<file path="config.mk">
export PLATFORM = sky130hd
export DESIGN_NAME = pipe_stage_reg_flat
export DESIGN_NICKNAME = d
export VERILOG_FILES = /design/src/rtl/pipe_stage_reg_if.sv /design/src/rtl/pipe_stage_reg.sv /design/src/flat_wrapper.sv
export SDC_FILE = /design/constraint.sdc
export NUM_CORES = 1
export LEC_CHECK = 0
export BUFFER_PORTS_ARGS = -buffer_cell sky130_fd_sc_hd__buf_2
export CORE_ASPECT_RATIO = 1.25
export CORE_UTILIZATION = 35
export CTS_CLUSTER_SIZE = 20
export DETAILED_ROUTE_END_ITERATION = 16
export PLACE_DENSITY = 0.66
export SETUP_SLACK_MARGIN = 0.2
export SLEW_MARGIN = 20
export SYNTH_ARGS = -nofsm -noshare
export SYNTH_HDL_FRONTEND = slang
export SYNTH_SLANG_ARGS = --single-unit
</file>
<file path="constraint.sdc">
create_clock -name clk -period 1.4 [get_ports clk]
set_input_delay 0.21 -clock clk [delete_from_list [all_inputs] [get_ports clk]]
set_output_delay 0.21 -clock clk [all_outputs]
set_load 0.03 [all_outputs]
</file>
<file path="src/rtl/pipe_stage_reg_if.sv">
// Handshake bundle around one pipeline stage: upstream valid/ready/payload in,
// downstream valid/ready/payload out. The stage itself connects through the slave view.
interface pipe_stage_reg_if #(
    parameter int unsigned DATA_W = 32,
    parameter int unsigned CTRL_W = 8
);
    logic              in_valid_i;
    logic              in_ready_o;
    logic [DATA_W-1:0] in_data_i;
    logic [CTRL_W-1:0] in_ctrl_i;
    logic              out_valid_o;
    logic              out_ready_i;
    logic [DATA_W-1:0] out_data_o;
    logic [CTRL_W-1:0] out_ctrl_o;

    // Producer/consumer environment side
    modport master (
        output in_valid_i, in_data_i, in_ctrl_i, out_ready_i,
        input  in_ready_o, out_valid_o, out_data_o, out_ctrl_o
    );

    // Pipeline stage side
    modport slave (
        input  in_valid_i, in_data_i, in_ctrl_i, out_ready_i,
        output in_ready_o, out_valid_o, out_data_o, out_ctrl_o
    );
endinterface

</file>
<file path="src/rtl/pipe_stage_reg.sv">
// Valid/ready pipeline register with optional two-entry skid buffer; control field
// is masked to zero whenever the stage presents a bubble.
module pipe_stage_reg #(
    parameter int unsigned DATA_W  = 32,
    parameter int unsigned CTRL_W  = 8,
    parameter int unsigned SKID_EN = 1
) (
    input  logic                 clk,
    input  logic                 rst_i,
    input  logic                 flush_i,
    pipe_stage_reg_if.slave      bus,
    output logic [1:0]           occupancy_o
);
    // Encoding doubles as the occupancy count
    typedef enum logic [1:0] {
        ST_EMPTY = 2'd0,
        ST_ONE   = 2'd1,
        ST_TWO   = 2'd2
    } state_t;

    state_t            r_state;
    logic [DATA_W-1:0] r_main_data;
    logic [CTRL_W-1:0] r_main_ctrl;
    logic [DATA_W-1:0] r_skid_data;
    logic [CTRL_W-1:0] r_skid_ctrl;

    logic w_in_ready;
    logic w_out_valid;
    logic w_accept;
    logic w_pop;

    // Skid mode keeps ready free of any path from out_ready_i
    generate
        if (SKID_EN != 0) begin : g_skid_ready
            assign w_in_ready = !rst_i && (r_state != ST_TWO);
        end else begin : g_pass_ready
            assign w_in_ready = !rst_i && ((r_state == ST_EMPTY) || bus.out_ready_i);
        end
    endgenerate

    assign w_out_valid = (r_state != ST_EMPTY);
    assign w_accept    = bus.in_valid_i && w_in_ready;
    assign w_pop       = w_out_valid && bus.out_ready_i;

    always_ff @(posedge clk) begin
        if (rst_i) begin
            r_state     <= ST_EMPTY;
            r_main_data <= '0;
            r_main_ctrl <= '0;
            r_skid_data <= '0;
            r_skid_ctrl <= '0;
        end else if (flush_i) begin
            r_state <= ST_EMPTY;
        end else begin
            case (r_state)
                ST_EMPTY: begin
                    if (w_accept) begin
                        r_main_data <= bus.in_data_i;
                        r_main_ctrl <= bus.in_ctrl_i;
                        r_state     <= ST_ONE;
                    end
                end
                ST_ONE: begin
                    if (w_accept && w_pop) begin
                        r_main_data <= bus.in_data_i;
                        r_main_ctrl <= bus.in_ctrl_i;
                    end else if (w_pop) begin
                        r_state <= ST_EMPTY;
                    end else if (w_accept && (SKID_EN != 0)) begin
                        r_skid_data <= bus.in_data_i;
                        r_skid_ctrl <= bus.in_ctrl_i;
                        r_state     <= ST_TWO;
                    end
                end
                ST_TWO: begin
                    if (w_pop) begin
                        r_main_data <= r_skid_data;
                        r_main_ctrl <= r_skid_ctrl;
                        r_state     <= ST_ONE;
                    end
                end
                default: r_state <= ST_EMPTY;
            endcase
        end
    end

    // Data holds its last value across bubbles; control never leaks out of one
    assign bus.in_ready_o  = w_in_ready;
    assign bus.out_valid_o = w_out_valid;
    assign bus.out_data_o  = r_main_data;
    assign bus.out_ctrl_o  = w_out_valid ? r_main_ctrl : CTRL_W'(0);
    assign occupancy_o     = 2'(r_state);
endmodule

</file>
<file path="src/flat_wrapper.sv">
// flat-port wrapper written by rule: the top's interface ports become plain ports
module pipe_stage_reg_flat 
#(
    parameter int unsigned DATA_W  = 32,
    parameter int unsigned CTRL_W  = 8,
    parameter int unsigned SKID_EN = 1
)
  (clk, rst_i, flush_i, occupancy_o, bus_in_valid_i, bus_in_data_i, bus_in_ctrl_i, bus_out_ready_i, bus_in_ready_o, bus_out_valid_o, bus_out_data_o, bus_out_ctrl_o);
  pipe_stage_reg_if #(.DATA_W(DATA_W), .CTRL_W(CTRL_W)) bus_i ();
  input  logic clk;
  input  logic rst_i;
  input  logic flush_i;
  output logic [1:0] occupancy_o;
  input wire logic [$bits(bus_i.in_valid_i)-1:0] bus_in_valid_i;
  input wire logic [$bits(bus_i.in_data_i)-1:0] bus_in_data_i;
  input wire logic [$bits(bus_i.in_ctrl_i)-1:0] bus_in_ctrl_i;
  input wire logic [$bits(bus_i.out_ready_i)-1:0] bus_out_ready_i;
  output wire logic [$bits(bus_i.in_ready_o)-1:0] bus_in_ready_o;
  output wire logic [$bits(bus_i.out_valid_o)-1:0] bus_out_valid_o;
  output wire logic [$bits(bus_i.out_data_o)-1:0] bus_out_data_o;
  output wire logic [$bits(bus_i.out_ctrl_o)-1:0] bus_out_ctrl_o;
  assign bus_i.in_valid_i = bus_in_valid_i;
  assign bus_i.in_data_i = bus_in_data_i;
  assign bus_i.in_ctrl_i = bus_in_ctrl_i;
  assign bus_i.out_ready_i = bus_out_ready_i;
  assign bus_in_ready_o = bus_i.in_ready_o;
  assign bus_out_valid_o = bus_i.out_valid_o;
  assign bus_out_data_o = bus_i.out_data_o;
  assign bus_out_ctrl_o = bus_i.out_ctrl_o;
  pipe_stage_reg #(.DATA_W(DATA_W), .CTRL_W(CTRL_W), .SKID_EN(SKID_EN)) u_core (.clk(clk), .rst_i(rst_i), .flush_i(flush_i), .bus(bus_i), .occupancy_o(occupancy_o));
endmodule
</file>
; ---- After elaboration in Yosys (flattened, before gate mapping)
; Index checks and enable logic that the tools add are counted.
; W data, S select, Z words.
[totals]
out_inout_bits = 44
register_bits = 82
wordCells = 43
[classes]
reduce_logical = 12
n_bitwise = 3
n_mux = 15
eq_ne = 8
[op_table]
columns = operator, count
row1 = $mux W32, 3
row2 = $pmux W32 S3, 1
row3 = $mux W8, 4
row4 = $pmux W8 S3, 1
row5 = $mux W2, 5
row6 = $reduce_and A5 Y1, 2
row7 = $ne A2 B1 Y1 const B, 3
row8 = $pmux W2 S3, 1
row9 = $logic_and A1 B1 Y1, 4
row10 = $ne A2 B2 Y1 const B, 2
row11 = $reduce_and A4 Y1, 1
row12 = $ne A3 B1 Y1 const B, 1
row13 = $not A1 Y1, 3
row14 = $reduce_bool A3 Y1, 1
row15 = $eq A2 B1 Y1 const B, 1
row16 = $eq A2 B2 Y1 const B, 1
row17 = $logic_not A2 Y1, 1
row18 = $reduce_bool A2 Y1, 1
row19 = $reduce_or A2 Y1, 1
row20 = $logic_not A1 Y1, 1

; ---- Depth between registers and ports, before layout
[logic_depth]
depth_word = 7
mapped_depth = 5
ltp_nobuf = 3

; ---- Worst setup path before layout
; No wires, ideal clock.
[synth_timing]
kind = reg2out
from = register u_core.r_state[0] (netlist: u_core.occupancy_o[0])
to = output port bus_in_ready_o
arrival_ns = 1.606
slack_ns = -0.416
path_buffers = 2
stages_incl_launch_ff = 5
t_required_ns = 1.190
path_cell_list = dfxtp_1 -> nand2b_1 -> buf_4 -> buf_2 -> nor2b_1
[synth_between]
elab_chain_cells = 2
[synth_rtl]
columns = item, line
row1 = from (decl), pipe_stage_reg.sv:21  ; state_t r_state;
row2 = from (signal assigned), pipe_stage_reg.sv:47  ; r_state <= ST_EMPTY;
row3 = from (signal assigned), pipe_stage_reg.sv:53  ; r_state <= ST_EMPTY;
row4 = from (signal assigned), pipe_stage_reg.sv:60  ; r_state <= ST_ONE;
row5 = $ne A2 B2 Y1, pipe_stage_reg.sv:35  ; assign w_in_ready = !rst_i && (r_state != ST_TWO);
row6 = $logic_and A1 B1 Y1, pipe_stage_reg.sv:35
row7 = to (decl), flat_wrapper.sv:18  ; output wire logic [$bits(bus_i.in_ready_o)-1:0] bus_in_ready_o;
; No other way between the ends.

; ---- Final worst setup path
[layout_timing]
from = register u_core.r_state[0] (netlist: u_core.occupancy_o[0])
to = register u_core.r_skid_ctrl[6]
[layout_between]
elab_chain_cells = 6
elab_cells_between_ends = 10
cone_classes = 2 x eq/ne / 2 x bitwise / 6 x reduce/logical
[layout_rtl]
columns = item, line
row1 = $ne A2 B2 Y1, pipe_stage_reg.sv:35
row2 = $logic_and A1 B1 Y1, pipe_stage_reg.sv:35
row3 = $logic_and A1 B1 Y1, pipe_stage_reg.sv:42  ; assign w_accept = bus.in_valid_i && w_in_ready;
row4 = $logic_and A1 B1 Y1, pipe_stage_reg.sv:64  ; if (w_accept && w_pop) begin
row5 = $not A1 Y1 (no line), n/a
row6 = $reduce_and A5 Y1 (no line) *, n/a
row7 = to (signal assigned), pipe_stage_reg.sv:71  ; r_skid_ctrl <= bus.in_ctrl_i;
row8 = to (decl), pipe_stage_reg.sv:25  ; logic [CTRL_W-1:0] r_skid_ctrl;
; Mark *: on every way between the ends. The rest lies on a longest branch, timed or not.
; A chain may end at the register's enable or synchronous reset.

==> flow_summary.toml <==
[synth]
synth_top_area_frac = 0.443
synth_cells = 406
ys_seq_elements = 82
syn_area_per_cell_um2 = 9.13
syn_area_mm2 = 0.00371
ys_seq_area_frac = 0.443
synth_top_family_by_area = "compound AO/OA/AOI/OAI gates"
synth_warnings = 0
yosys.area_share.adder = 0
synth_top_area_cell = "dfxtp_1"
synth_mux_area_frac = 0.108
syn_nets = 451
synth_compound_area_frac = 0.293
yosysUniqueCellTypes = 24
synthSimpleGateAreaFrac = 0.0962
synthXorXnorAreaFrac = 0
synth_area_leaders = "dfxtp_1 (44%), mux2i_1 (11%), a311oi_1 (9.4%)"

[grt]
grt_pass1_wl_um = 20700
antenna_found_initial = 0
grt_pass1_vias = 3896
grt_remaining_overflow = 0
grt_max_degree = 48
grt_use_total = 0.248

[critical_path]
worstSetupEndpointType = "flop"
rr_worst_depth = 5
critical_path.max_stage_delay_ns = 0.54
worstReg2RegStart = "u_core.occupancy_o[0]"
start_kind = "flop"
startpoint = "u_core.occupancy_o[0]"
r2r-end = "u_core.r_skid_ctrl[6]"
cpLargestDelayFamily = "simple AND/OR/NAND/NOR gates"
worstPathArrival_ns = 1.76
worstPathMaxFanout = 5
timing.critical_path.buf_inv = 2
worstPathRequired_ns = 1.60
worstPathCellList = "or4b_4, buf_4, clkbuf_16, o21ai_1, a21oi_1"
cp_slowest_cell = "or4b_4"
r2r_setup_slack_ns = -0.16
critical_path_class = "reg -> reg"

[sta]
setup_ws_ns = -0.164
rsz0062_at_grt = "yes"
slew_headroom = 0.573
tightest_slew_ns = 0.641
timing.final.crit_share = 1.12
setup_violations = 91
fmax_mhz = 639
drv_slew = 0
hold_viol_final = 0
final.min_clock_period_ns = 1.56
finClkSkew_ns = 0.00491
holdWs_ns = 0.131

[clock_network]
cts-buffers-inserted = 9
cts_tree = "done"
clk_path_buf_depth = 2
h-tree-depth = 3
clk_latency_ns = 0.34
clock-sinks = 82
clk_pin_slew_worst_paths_ns = 0.06
cts-root-buf = "clkbuf_16"

[floorplan]
pin_count = 89
coreArea_mm2 = 0.0102
die_x_um = 94.1
die_y_um = 117
start_util = 0.363
std_cell_rows = 41
die_area_mm2 = 0.0110

[route]
drt_iter0_markers = 214
viasPerCell = 5.93
via_count = 3913
drc = 0
drt-wirelength-per-cell_um = 21.3
dr.pass1.iters = 4
ant_nets = 0
routed_wl_um = 14100

[power_and_ir_drop]
p_leak_nw = 2.56
power_density_mw_per_mm2 = 941
p_clk_frac = 0.410
pwr-share-seq = 0.413
peakVddDrop_mv = 0.680
internal-power_w = 0.00432
p_switching_w = 0.00162
power_frac_comb = 0.177
swShare = 0.272

[cells_and_area]
fin_area_mm2 = 0.00631
syn_to_final_growth_pct = 70.2
drive_gt1_frac = 0.606
nFillCells = 788
diodes = 0
stdcell_count = 660
nets = 571

[hold_path]
min_path_type = "in -> reg"
min_path_cells = 3
worstHoldEndpoint = "u_core.r_skid_data[20]"
min_from = "bus_in_data_i[20]"

[place]
dp_hpwl_um = 7750
place_area_mm2 = 0.00504
port_buffers = 88
place_inst = 607
place.gp.congestion = 0.819

[run_status]
failed_checks = "setup timing"
outcome = "finished, violations left"

[flow_run]
drv_cap = 0
metrics by stage:
step / util / setup slack (ns) / TNS (ns) / power (W)
4_1_cts: 0.586 / -0.144 / -5.29 / 0.00588
2_1_floorplan: - / 0.00336 / 0 / 0.00307
5_1_grt: 0.618 / -0.208 / -12.16 / 0.00613
3_5_place_dp: 0.494 / -0.0470 / -1.31 / 0.00337
3_3_place_gp: 0.494 / -0.0221 / -0.250 / 0.00336
6_report: 0.618 / -0.164 / -9.04 / 0.00594
worst register-to-register path, cell delays in order (launching register included):
cell	delay, ns
dfxtp_4	0.37
or4b_4	0.54
buf_4	0.18
clkbuf_16	0.15
o21ai_1	0.11
a21oi_1	0.07
cells in the mapped netlist:
| cell type | instances |
|---|---|
| mux2i_1 | 40 |
| clkbuf_2 | 2 |
| nor2b_1 | 11 |
| a311oi_1 | 40 |
| nor2_1 | 3 |
| clkbuf_1 | 43 |
| or4b_1 | 1 |
| or3b_2 | 1 |
| a2111oi_0 | 1 |
| a211oi_1 | 40 |
| o21ai_1 | 7 |
| nand2b_1 | 3 |
| o21ai_0 | 33 |
| nor4b_2 | 1 |
| nand2_1 | 3 |
| o21a_1 | 1 |
| a21oi_1 | 42 |
| nand3_1 | 40 |
| dfxtp_1 | 82 |
| buf_2 | 8 |
| and4bb_1 | 1 |
| a31o_1 | 1 |
| inv_1 | 1 |
| buf_4 | 1 |
cell families after synthesis:
logic type / after synthesis
AOI/OAI and AO/OA: 165
buffers and inverters: 55
DFF: 82
muxes: 40
and+or+nand+nor: 64
cell type report:
class	count	area, um^2	area share
multi-input cells	269	2580	0.409
clock inverters	5	52.6	0.00833
flip-flops and latches	82	1650	0.261
clock buffers	11	253	0.0400
inverters	1	3.75	0.000595
repair buffers	163	1610	0.255
well taps	129	161	0.0256
what timing repair did:
item	CTS	global route
gates resized for setup	77	48
cloned	10	4
setup endpoints to repair	92	94
pin swaps	23	29
hold endpoints to repair	0	0
buffers inserted	17	6
hold buffers	0	0
worst max path at each step:
stage / end / slack [ns] / cells after the start
floorplan: u_core.r_skid_ctrl[3] / 0.003 / 4
global placement: u_core.r_skid_data[3] / -0.02 / 5
detailed placement: u_core.r_skid_data[23] / -0.05 / 5
CTS: bus_out_ctrl_o[7] / -0.14 / 5
global route: u_core.r_skid_ctrl[5] / -0.21 / 5
finish: u_core.r_skid_ctrl[6] / -0.16 / 5
sequential cells by signal, summed over array words and instances (netlist names):
signal and count:
u_core.bus.out_data_o 32, u_core.r_skid_data 32, u_core.r_main_ctrl 8, u_core.r_skid_ctrl 8, u_core.occupancy_o 2
routing by layer:
metal,share of wire,vias to the layer above,wire [um],track usage
li1,-,1813,-,-
met1,0.41,1948,5700,0.298
met2,0.53,127,7410,0.437
met3,0.048,25,670,0.0497
met4,0.020,0,286,0.0862
met5,0,-,0,0
power by group through the flow:
stage / clock network (W) / logic (W) / registers [W]
2_1_floorplan: 0 / 0.000476 / 0.00260
3_5_place_dp: 0 / 0.000869 / 0.00250
6_report: 0.00243 / 0.00105 / 0.00245
3_3_place_gp: 0 / 0.000863 / 0.00250
5_1_grt: 0.00257 / 0.00110 / 0.00246
4_1_cts: 0.00244 / 0.000984 / 0.00245
cells in the final DEF (no fill, tap or decap), types with 3 or more instances in the layout:
master / count
dfxtp_1: 80
buf_2: 76
mux2i_1: 40
a311oi_2: 40
a211oi_2: 39
a21oi_1: 32
buf_6: 29
nand3_1: 28
buf_4: 25
o21ai_1: 21
o21ai_2: 19
buf_12: 16
clkbuf_16: 13
nand3_2: 12
a21oi_2: 10
buf_16: 8
nor2b_4: 6
buf_8: 5
nor2b_1: 3
nand2_1: 3
clkinv_2: 3
Power figures use the tool's default switching activity.
